File: src/rtl/fifo_rd_pkg.sv
// Shared definitions for the FIFO read-side stream front end.
package fifo_rd_pkg;

  typedef enum logic [1:0] {
    IDLE  = 2'd0,
    RUN   = 2'd1,
    DRAIN = 2'd2
  } rd_state_e;

  localparam int SKID_DEPTH = 2;

  // Counter width for a modulo-n counter, never narrower than one bit.
  function automatic int clog2_min1(input int n);
    return (n <= 2) ? 1 : $clog2(n);
  endfunction

endpackage

File: src/rtl/skid_buf2.sv
// Two-entry in-order buffer; head register drives data_out directly.
// The caller guarantees no push into a full buffer and no pop from an empty one.
module skid_buf2 #(
  parameter int width = 32
) (
  input  logic             clk,
  input  logic             reset,
  input  logic             push,
  input  logic             pop,
  input  logic [width-1:0] data_in,
  output logic [width-1:0] data_out,
  output logic [1:0]       cnt
);

  logic [width-1:0] head_q, head_d;
  logic [width-1:0] tail_q, tail_d;
  logic [1:0]       cnt_q, cnt_d;

  // Next-state: a push lands behind the current contents, a pop shifts tail into head.
  always_comb begin
    head_d = head_q;
    tail_d = tail_q;
    cnt_d  = cnt_q;
    case ({push, pop})
      2'b10: begin
        if (cnt_q == 2'd0) head_d = data_in;
        else               tail_d = data_in;
        cnt_d = cnt_q + 2'd1;
      end
      2'b01: begin
        head_d = tail_q;
        cnt_d  = cnt_q - 2'd1;
      end
      2'b11: begin
        // Occupancy unchanged; head advances.
        if (cnt_q == 2'd1) begin
          head_d = data_in;
        end else begin
          head_d = tail_q;
          tail_d = data_in;
        end
      end
      default: ;
    endcase
  end

  // Storage and occupancy registers.
  always_ff @(posedge clk or posedge reset) begin
    if (reset) begin
      head_q <= '0;
      tail_q <= '0;
      cnt_q  <= 2'd0;
    end else begin
      head_q <= head_d;
      tail_q <= tail_d;
      cnt_q  <= cnt_d;
    end
  end

  assign data_out = head_q;
  assign cnt      = cnt_q;

endmodule

File: src/rtl/fifo_rd_stream.sv
// Read-side front end of the async FIFO: turns empty/red_enable/rdata into a
// valid/ready stream through a 2-entry skid buffer, with run/drain control.
// Optional packet framing (m_last) is built when FIFO_RD_PKT_LAST_EN is defined.
module fifo_rd_stream
  import fifo_rd_pkg::*;
#(
  parameter int width   = 32,
  parameter int CNT_W   = 16,
  parameter int PKT_LEN = 64
) (
  input  logic             clk,
  input  logic             reset,
  input  logic             go,
  input  logic             empty,
  input  logic [width-1:0] rdata,
  output logic             red_enable,
  output logic [width-1:0] m_data,
  output logic             m_valid,
  input  logic             m_ready,
  output logic             busy,
`ifdef FIFO_RD_PKT_LAST_EN
  output logic             m_last,
`endif
  output logic [CNT_W-1:0] word_cnt
);

  if (PKT_LEN < 1) begin : g_bad_pkt_len
    $error("PKT_LEN must be at least 1");
  end

  rd_state_e        state_q, state_d;
  logic             infl_q;
  logic [CNT_W-1:0] word_cnt_q;
  logic [1:0]       cnt;
  logic             pop;
  logic [2:0]       occ_next;

  assign m_valid = (cnt != 2'd0);
  assign pop     = m_valid & m_ready;
  assign busy    = (state_q != IDLE);

  // Occupancy once this cycle's landing and pop settle; a new read is only
  // issued if its word will still fit when it lands next cycle.
  assign occ_next   = {1'b0, cnt} + {2'b0, infl_q} - {2'b0, pop};
  assign red_enable = (state_q == RUN) & go & ~empty & (occ_next < 3'(SKID_DEPTH));

  skid_buf2 #(.width(width)) u_skid (
    .clk      (clk),
    .reset    (reset),
    .push     (infl_q),
    .pop      (pop),
    .data_in  (rdata),
    .data_out (m_data),
    .cnt      (cnt)
  );

  // Run/drain control; DRAIN lets outstanding words finish before going idle.
  always_comb begin
    state_d = state_q;
    case (state_q)
      IDLE:  if (go) state_d = RUN;
      RUN:   if (!go) state_d = ((cnt != 2'd0) || infl_q) ? DRAIN : IDLE;
      DRAIN: begin
        if (go)                              state_d = RUN;
        else if ((cnt == 2'd0) && !infl_q)   state_d = IDLE;
      end
      default: state_d = IDLE;
    endcase
  end

  // State, in-flight flag and delivered-word counter.
  always_ff @(posedge clk or posedge reset) begin
    if (reset) begin
      state_q    <= IDLE;
      infl_q     <= 1'b0;
      word_cnt_q <= '0;
    end else begin
      state_q <= state_d;
      infl_q  <= red_enable;
      if (pop) word_cnt_q <= word_cnt_q + CNT_W'(1);
    end
  end

  assign word_cnt = word_cnt_q;

`ifdef FIFO_RD_PKT_LAST_EN
  localparam int PKT_W = clog2_min1(PKT_LEN);

  logic [PKT_W-1:0] pkt_cnt_q;

  assign m_last = m_valid & (pkt_cnt_q == PKT_W'(PKT_LEN - 1));

  // Position within the current packet; survives DRAIN/IDLE, cleared only by reset.
  always_ff @(posedge clk or posedge reset) begin
    if (reset)      pkt_cnt_q <= '0;
    else if (pop)   pkt_cnt_q <= m_last ? '0 : pkt_cnt_q + PKT_W'(1);
  end
`endif

endmodule

File: config.mk
export PLATFORM = sky130hd
export DESIGN_NAME = fifo_rd_stream
export DESIGN_NICKNAME = d
export VERILOG_FILES = /design/src/rtl/fifo_rd_pkg.sv /design/src/rtl/skid_buf2.sv /design/src/rtl/fifo_rd_stream.sv
export SDC_FILE = /design/constraint.sdc
export NUM_CORES = 1
export LEC_CHECK = 0
export ABC_AREA = 1
export CAP_MARGIN = 20
export CORE_UTILIZATION = 43
export CTS_CLUSTER_SIZE = 20
export DETAILED_ROUTE_END_ITERATION = 12
export GPL_ROUTABILITY_DRIVEN = 1
export GPL_TIMING_DRIVEN = 0
export PLACE_DENSITY = 0.7
export SYNTH_ARGS = -nofsm -noshare
export SYNTH_HDL_FRONTEND = slang
export SYNTH_SLANG_ARGS = --single-unit
File: constraint.sdc
create_clock -name clk -period 6.7 [get_ports clk]
set_input_delay 1.005 -clock clk [delete_from_list [all_inputs] [get_ports clk]]
set_output_delay 1.005 -clock clk [all_outputs]
set_load 0.01 [all_outputs]
# ---- Word level (Yosys, flattened, before mapping)
# Index checks and enable logic that the tools add are counted.
dict set report op_classes {
  muxes 13
  n_eq_ne 12
  bitwise 5
  n_lt_le_gt_ge 1
  n_reduce_logical 13
  add_sub_neg 5
}
# op n
set op_table {}
lappend op_table {{$mux W32} 4}
lappend op_table {{$pmux W32 S3} 1}
lappend op_table {{$pmux W32 S2} 1}
lappend op_table {{$add A16 B1 Y16 const B} 1}
lappend op_table {{$mux W2} 5}
lappend op_table {{$ne A2 B2 Y1 const B} 5}
lappend op_table {{$reduce_bool A2 Y1} 4}
lappend op_table {{$eq A2 B1 Y1 const B} 3}
lappend op_table {{$eq A2 B2 Y1 const B} 3}
lappend op_table {{$pmux W2 S3} 1}
lappend op_table {{$reduce_and A3 Y1} 2}
lappend op_table {{$and A1 B1 Y1} 4}
lappend op_table {{$logic_not A2 Y1} 2}
lappend op_table {{$pmux W2 S2} 1}
lappend op_table {{$add A2 B1 Y3} 1}
lappend op_table {{$lt A3 B2 Y1 const B} 1}
lappend op_table {{$ne A3 B3 Y1 const B} 1}
lappend op_table {{$reduce_bool A3 Y1} 1}
lappend op_table {{$sub A3 B1 Y3} 1}
lappend op_table {{$add A2 B1 Y2 const B} 1}
lappend op_table {{$reduce_and A2 Y1} 1}
lappend op_table {{$sub A2 B1 Y2 const B} 1}
lappend op_table {{$logic_and A1 B1 Y1} 1}
lappend op_table {{$logic_not A1 Y1} 1}
lappend op_table {{other kinds (2)} 2}
dict set report word_totals {
  output_inout_bits 51
  inputBits 37
  ff_bits 85
  wordCells 55
}

# ---- Logic depth before layout (Yosys ltp)
# Gate-level depths: netlist of the first run.
dict set report depth {
  depth_word 5
  depth_mapped 11
  ltp_nobuf 11
}

# ---- Modules after synthesis
# Synthesis of the first run repeated with hierarchy kept, for this count alone.
dict set report unflattened {
  cells_unflattened 544
  hier_area_um2 4171.5
}
# mod seq_area_each_um2 cells_per_inst instances area_each_um2
set by_module_without_submodules {}
lappend by_module_without_submodules {skid_buf2 1651.6 406 1 3103.0}
lappend by_module_without_submodules {fifo_rd_stream 475.5 138 1 1068.5}

# ---- Worst setup path after synthesis of the first run
# No wires, ideal clock.
dict set report synth_timing {
  kind {in2out}
  from {in m_ready}
  to {out red_enable}
  path_slack_ns 3.281
  stages 7
  t_required_ns 5.695
  n_path_buf 0
  arrival_ns 2.414
  cell_sequence {nand2_2 > inv_1 > nand2_1 > nand3_1 > fa_1 > nand2_1 > nor4_1}
}
dict set report synth_between {
  elab_chain_len 4
}
# element line
set synth_rtl {}
lappend synth_rtl {{start, declared} fifo_rd_stream.sv:19} ;# input logic m_ready,
lappend synth_rtl {{$and A1 B1 Y1} fifo_rd_stream.sv:39} ;# assign pop = m_valid & m_ready;
lappend synth_rtl {{$sub A3 B1 Y3} fifo_rd_stream.sv:44} ;# assign occ_next = {1'b0, cnt} + {2'b0, infl_q} - {2'b0, pop};
lappend synth_rtl {{$lt A3 B2 Y1} fifo_rd_stream.sv:45} ;# assign red_enable = (state_q == RUN) & go & ~empty & (occ_next < 3'(SKID_DEPTH));
lappend synth_rtl {{$and A1 B1 Y1} fifo_rd_stream.sv:45}
lappend synth_rtl {{end, declared} fifo_rd_stream.sv:16} ;# output logic red_enable,
# No other way between the ends.

# ---- Final worst setup path of the first run
# Same ends and word-level chain as after synthesis.

==> results of run 1 <==
-- state kept, by name, summed over array words and instances, names as in the netlist --
| register | count |
|---|---|
| u_skid.cnt | 2 |
| u_skid.tail_q | 32 |
| word_cnt | 16 |
| infl_q | 1 |
| state_q | 2 |
| u_skid.data_out | 32 |
-- path summary, 6_finish.rpt --
| path | to | slack (ns) | cells past startpoint |
|---|---|---|---|
| hold reg to reg | u_skid.tail_q[9] | 0.51 | 1 |
| max in group asynchronous | u_skid.tail_q[4] | 5.11 | 3 |
| min in group asynchronous | u_skid.tail_q[22] | 1.00 | 2 |
| hold / removal | u_skid.tail_q[9] | 0.51 | 1 |
| setup / recovery | red_enable | 2.20 | 9 |
| setup reg to reg | infl_q | 4.40 | 10 |
-- per-stage QoR --
stage | std cells | total power, mW | hold slack, ns | setup slack (ns)
after floorplan | 382 | 1.32 | 0.454 | 3.28
after global placement | 574 | 1.67 | 0.474 | 2.15
after detailed placement | 575 | 1.71 | 0.494 | 2.18
after CTS | 590 | 2.03 | 0.512 | 2.17
after global routing | 590 | 2.15 | 0.519 | 2.07
final | 590 | 2.00 | 0.508 | 2.20
-- placed cells by master, fill, tap and decap left out, types with 3 or more instances in the layout --
cell / count
clkdlybuf4s50_1: 87
dfrtp_1: 85
nand2_1: 67
nor2_1: 49
nand3_1: 36
mux2_2: 31
a31oi_1: 31
inv_1: 21
buf_2: 15
clkbuf_8: 10
xnor2_1: 7
nor3_1: 6
o21ai_0: 5
xor2_1: 5
nand4_1: 4
ha_1: 4
clkinv_2: 4
inv_2: 3
clkbuf_1: 3
-- metal layers --
metal  vias up  GRT usage  routed length [µm]
li1       1469          -                   -
met1      1423      0.236                3600
met2        60      0.343                4140
met3        12     0.0379                 330
met4         0     0.0833                 144
met5         -          0                   0
-- worst max-delay path: cells and delay by family --
family	cells	cell delay (ns)
AND/OR/NAND/NOR	5	0.76
adder cells (fa/ha/maj)	1	0.49
buffers and inverters	3	1.22
-- where the power goes --
group | internal (mW) | switching, mW
sequential | 0.730 | 0.129
combinational | 0.442 | 0.384
clock | 0.140 | 0.178
-- synthesized netlist by cell type --
library cell  count
dfrtp_1          85
nand2_1          67
nor2_1           49
nand3_1          36
a31oi_1          31
mux2_2           31
inv_1            22
buf_2            15
xnor2_1           7
nor3_1            6
o21ai_0           5
xor2_1            5
ha_1              4
nand4_1           4
clkbuf_1          3
inv_2             3
nor2_2            2
a21oi_1           1
fa_1              1
nand2_2           1
nand3_2           1
nor4_1            1
o211ai_1          1
o21ai_4           1
-- cell families (layout without fill, tap and decap cells) --
kind of cell    count (synthesis)  in the layout  synth area share
fa+ha+maj                       5              5            0.0185
buf+inv                        43            146            0.0476
xor+xnor                       12             12            0.0278
simple gates                  167            167             0.186
mux                            31             31            0.0922
flops                          85             85             0.562
compound gates                 39             39            0.0655
-- cell type report --
class                           instances  area [µm²]  area share
Timing Repair Buffer                   88         898       0.180
Clock inverter                          5        27.5     0.00552
Clock buffer                           10         138      0.0276
Sequential cell                        85        2130       0.427
Inverter                               25        96.3      0.0193
Buffer                                 18        86.3      0.0173
Tap cell                              105         131      0.0264
Multi-Input combinational cell        254        1480       0.297
==> metrics.yaml, run 1 <==
status:
  outcome: "completed"
sta:
  maxClockFrequency_mhz: 222
  slew_headroom: 0.685
  fin_skew_ns: 0.00782
  finalSetupViolations: 0
  final-hold-violation-count: 0
  period_share: 0.672
  tns_ns: 0
  fin_crit_ns: 4.50
  tightest_slew_ns: 0.472
  slew_violations: 0
  rsz0062_at_grt: "false"
clock_tree:
  cts_setup_buffers: 0
  clock_latency_ns: 0.36
  cts_resized: 0
  cts_hold_buf: 0
  cts.path.max_buffers: 2
  cts_buffers: 9
  htreeDepth: 3
  clock_sinks: 85
  clkSlewWorstSetupHoldPaths_ns: 0.08
  cts_tree: "built"
  cts_root_buffer: "clkbuf_8"
route:
  avgRoutedWirePerCell_um: 13.9
  drt_iter0_drc: 63
  ant_nets: 0
  drt_wl_total_um: 8210
  vias: 2964
  drc: 0
  dr.pass1.iters: 4
  via_per_inst: 5.02
setup_path:
  max_stage_delay_ns: 0.60
  crit_path_cell_trace: "clkdlybuf4s50_1 > nand2_2 > inv_1 > nand2_1 > nand3_1 > fa_1 > nand2_1 > nor4_1 > clkdlybuf4s50_1"
  worstPathArrival_ns: 3.50
  path_max_fanout: 9
  rr_startpoint: "u_skid.cnt[1]"
  cp-end-kind: "output port"
  slowest_stage: "clkdlybuf4s50_1"
  path_class: "in2out"
  cp-startpoint: "m_ready"
  required_ns: 5.69
  startpoint_type: "input pin"
synth:
  ys_ff_latch: 85
  synth_warnings: 0
  synth.area.top_cells: "dfrtp_1, mux2_2, nand2_1"
  synth_top_area_frac: 0.562
  synthesis.nets: 424
  avgSynthCellArea_um2: 9.91
  synth_cells: 382
  synth_seq_area_share: 0.562
  yosysUniqueCellTypes: 24
  synth_area_mm2: 0.00378
  synth_top_cell_by_area: "dfrtp_1"
floorplan:
  ios: 88
  die_h_um: 95.8
  row_count: 33
  fp.dieW_um: 95.8
  coreArea_mm2: 0.00838
  initial_core_util: 0.452
  dieArea_mm2: 0.00918
global_routing:
  grt_pass1_wl_um: 13500
  grt_antenna_before_repair: 0
  overflow: 0
  grt_pass1_vias: 2826
  globalRouteTotalUtil: 0.196
  grt_max_degree: 53
place:
  place.port_buffers: 87
  gp_congestion: 0.833
  placed_area_mm2: 0.00482
  hpwl_um: 5920
finish:
  fin_area_mm2: 0.00498
  n_antenna_cell: 0
  fill_cells: 730
  drive_gt1_frac: 0.146
  final_util: 0.594
  area_growth_pct: 31.6
  nNetsFinal: 523
min_path:
  min_path_type: "reg2reg"
  min_from: "u_skid.tail_q[9]"
power:
  power_density_mw_per_mm2: 402
  leakage_nw: 2.26
  vdd_drop_max_mv: 0.191
flow_run:
  maxCapViolCount: 0
(Power assumes the default switching activity.)
==> run 2, diff against run 1 <==
- PLACE_DENSITY: 0.7 -> 0.73
- clock period: 6.7 -> 3.8 ns (I/O delays scaled with it)
==> run 2 against run 1 <==
Compared with the run above: global-route usage down 0.25 points; total power up 84%; largest cell class unchanged; wire length up 1.0%; combinational power up 77%; flip-flop and latch count unchanged; critical path type is now reg2out.
==> metrics.yaml, run 2 (synthesized netlist as in run 1, its figures left out) <==
status:
  outcome: "completed"
sta:
  slew_violations: 0  # unchanged
  maxClockFrequency_mhz: 280
  finalSetupViolations: 0  # unchanged
  final-hold-violation-count: 0  # unchanged
  tightest_slew_ns: 0.466  # -0.00564 ns
  rsz0062_at_grt: "false"
  period_share: 0.941
  slew_headroom: 0.689  # +0.00376
  tns_ns: 0  # unchanged
  fin_skew_ns: 0.0100  # +0.00222 ns
  fin_crit_ns: 3.58
  worst_slack_ns: 0.225  # -1.97 ns
  holdWs_ns: 0.509  # +0.000138 ns
min_path:
  min_path_type: "reg2reg"
  min_path_cells: 1  # unchanged
global_routing:
  grt_pass1_vias: 2888  # +2.2%
  overflow: 0  # unchanged
  grt_max_degree: 63  # +19%
  globalRouteTotalUtil: 0.194  # -0.00249
  grt_antenna_before_repair: 0  # unchanged
  grt_pass1_wl_um: 13500  # +0.16%
finish:
  area_growth_pct: 33.5
  final_util: 0.603  # +0.00836
  layout_commonest_cell: "clkdlybuf4s50_1"
  n_antenna_cell: 0  # unchanged
  drive_gt1_frac: 0.150  # +0.00381
  fin_cells: 591  # +0.17%
  fin_area_mm2: 0.00505  # +1.4%
  nNetsFinal: 523  # unchanged
  layout_common_cells: "clkdlybuf4s50_1, dfrtp_1, nand2_1, nor2_1, nand3_1"
flow_run:
  maxCapViolCount: 0  # unchanged
place:
  gp_congestion: 0.796  # -4.5%
  place.port_buffers: 87  # unchanged
  hpwl_um: 5840  # -1.4%
  placed_cells: 575  # unchanged
  preCtsSetupSlack_ns: 0.164  # -2.02 ns
  placed_area_mm2: 0.00482  # unchanged
setup_path:
  worstRegToRegCells: 10  # unchanged
  startpoint_type: "flop"
  worstPathArrival_ns: 3.01  # -0.49 ns
  path_class: "reg2out"
  required_ns: 3.23  # -2.46 ns
  path_max_fanout: 9  # unchanged
  cp-end-kind: "output port"
floorplan:
  dieArea_mm2: 0.00918  # unchanged
  initial_core_util: 0.452  # unchanged
  coreArea_mm2: 0.00838  # unchanged
  ios: 88  # unchanged
  row_count: 33  # unchanged
  die_h_um: 95.8  # unchanged
  fp.dieW_um: 95.8  # unchanged
clock_tree:
  clkSlewWorstSetupHoldPaths_ns: 0.08  # about the same
  cts.path.max_buffers: 2  # unchanged
  cts_tree: "built"
  clock_sinks: 85  # unchanged
  htreeDepth: 3  # unchanged
  clock_latency_ns: 0.35  # about the same
  cts_root_buffer: "clkbuf_8"
  cts_buffers: 9  # unchanged
  cts_hold_buf: 0  # unchanged
route:
  drt_iter0_drc: 96  # +52%
  drt_wl_total_um: 8300  # +1.0%
  ant_nets: 0  # unchanged
  via_per_inst: 5.08  # +1.1%
  avgRoutedWirePerCell_um: 14.0  # +0.85%
  dr.pass1.iters: 5  # +1
  vias: 3002  # +1.3%
  drc: 0  # unchanged
power:
  vdd_drop_max_mv: 0.377  # +97%
  p_total_mw: 3.69  # +84%
  power_density_mw_per_mm2: 729  # +81%
  leakage_nw: 2.29  # +1.3%
## run 2: power by group
group	leakage, nW	switching (mW)	internal [mW]
Combinational	1.14	0.679	0.780
Clock	0.112	0.326	0.387
Sequential	1.04	0.226	1.29
Total	2.29	1.23	2.45
## run 2: final cells by class
cell class | count | area (µm²)
fill | 725 | 3330
tap | 105 | 131
timing repair buffer | 88 | 898
multi-input combinational | 254 | 1490
clock inverter | 6 | 86.3
sequential | 85 | 2130
buffer | 18 | 86.3
inverter | 25 | 96.3
clock buffer | 10 | 138
## run 2: worst max-delay path, stage by stage (launching register included)
cell	delay, ns
dfrtp_1	0.41
inv_1	0.16
ha_1	0.19
inv_2	0.06
nand2_4	0.13
inv_1	0.13
nand2_1	0.08
nand3_1	0.08
fa_1	0.50
nand2_1	0.06
nor4_2	0.28
clkdlybuf4s50_1	0.58
## run 2: repair_timing
item                       CTS  global route
hold endpoints to repair     0             0
resized for setup            0             2
setup endpoints to repair    0             1
setup buffers                0             0
## run 2: worst paths after layout
kind / from / end / slack (ns)
max: u_skid.cnt[1] / red_enable / 0.22
min in group asynchronous: reset / word_cnt[9] / 0.53
min reg2reg: u_skid.tail_q[8] / u_skid.tail_q[8] / 0.51
max in group asynchronous: reset / u_skid.tail_q[8] / 2.67
max reg2reg: u_skid.cnt[1] / infl_q / 1.63
min: u_skid.tail_q[8] / u_skid.tail_q[8] / 0.51
## run 2: layer usage
layer,GRT usage,up-vias,wire [µm]
li1,-,1476,-
met3,0.0371,11,392
met2,0.333,62,4220
met5,0,-,0
met4,0.0721,0,108
met1,0.242,1453,3570
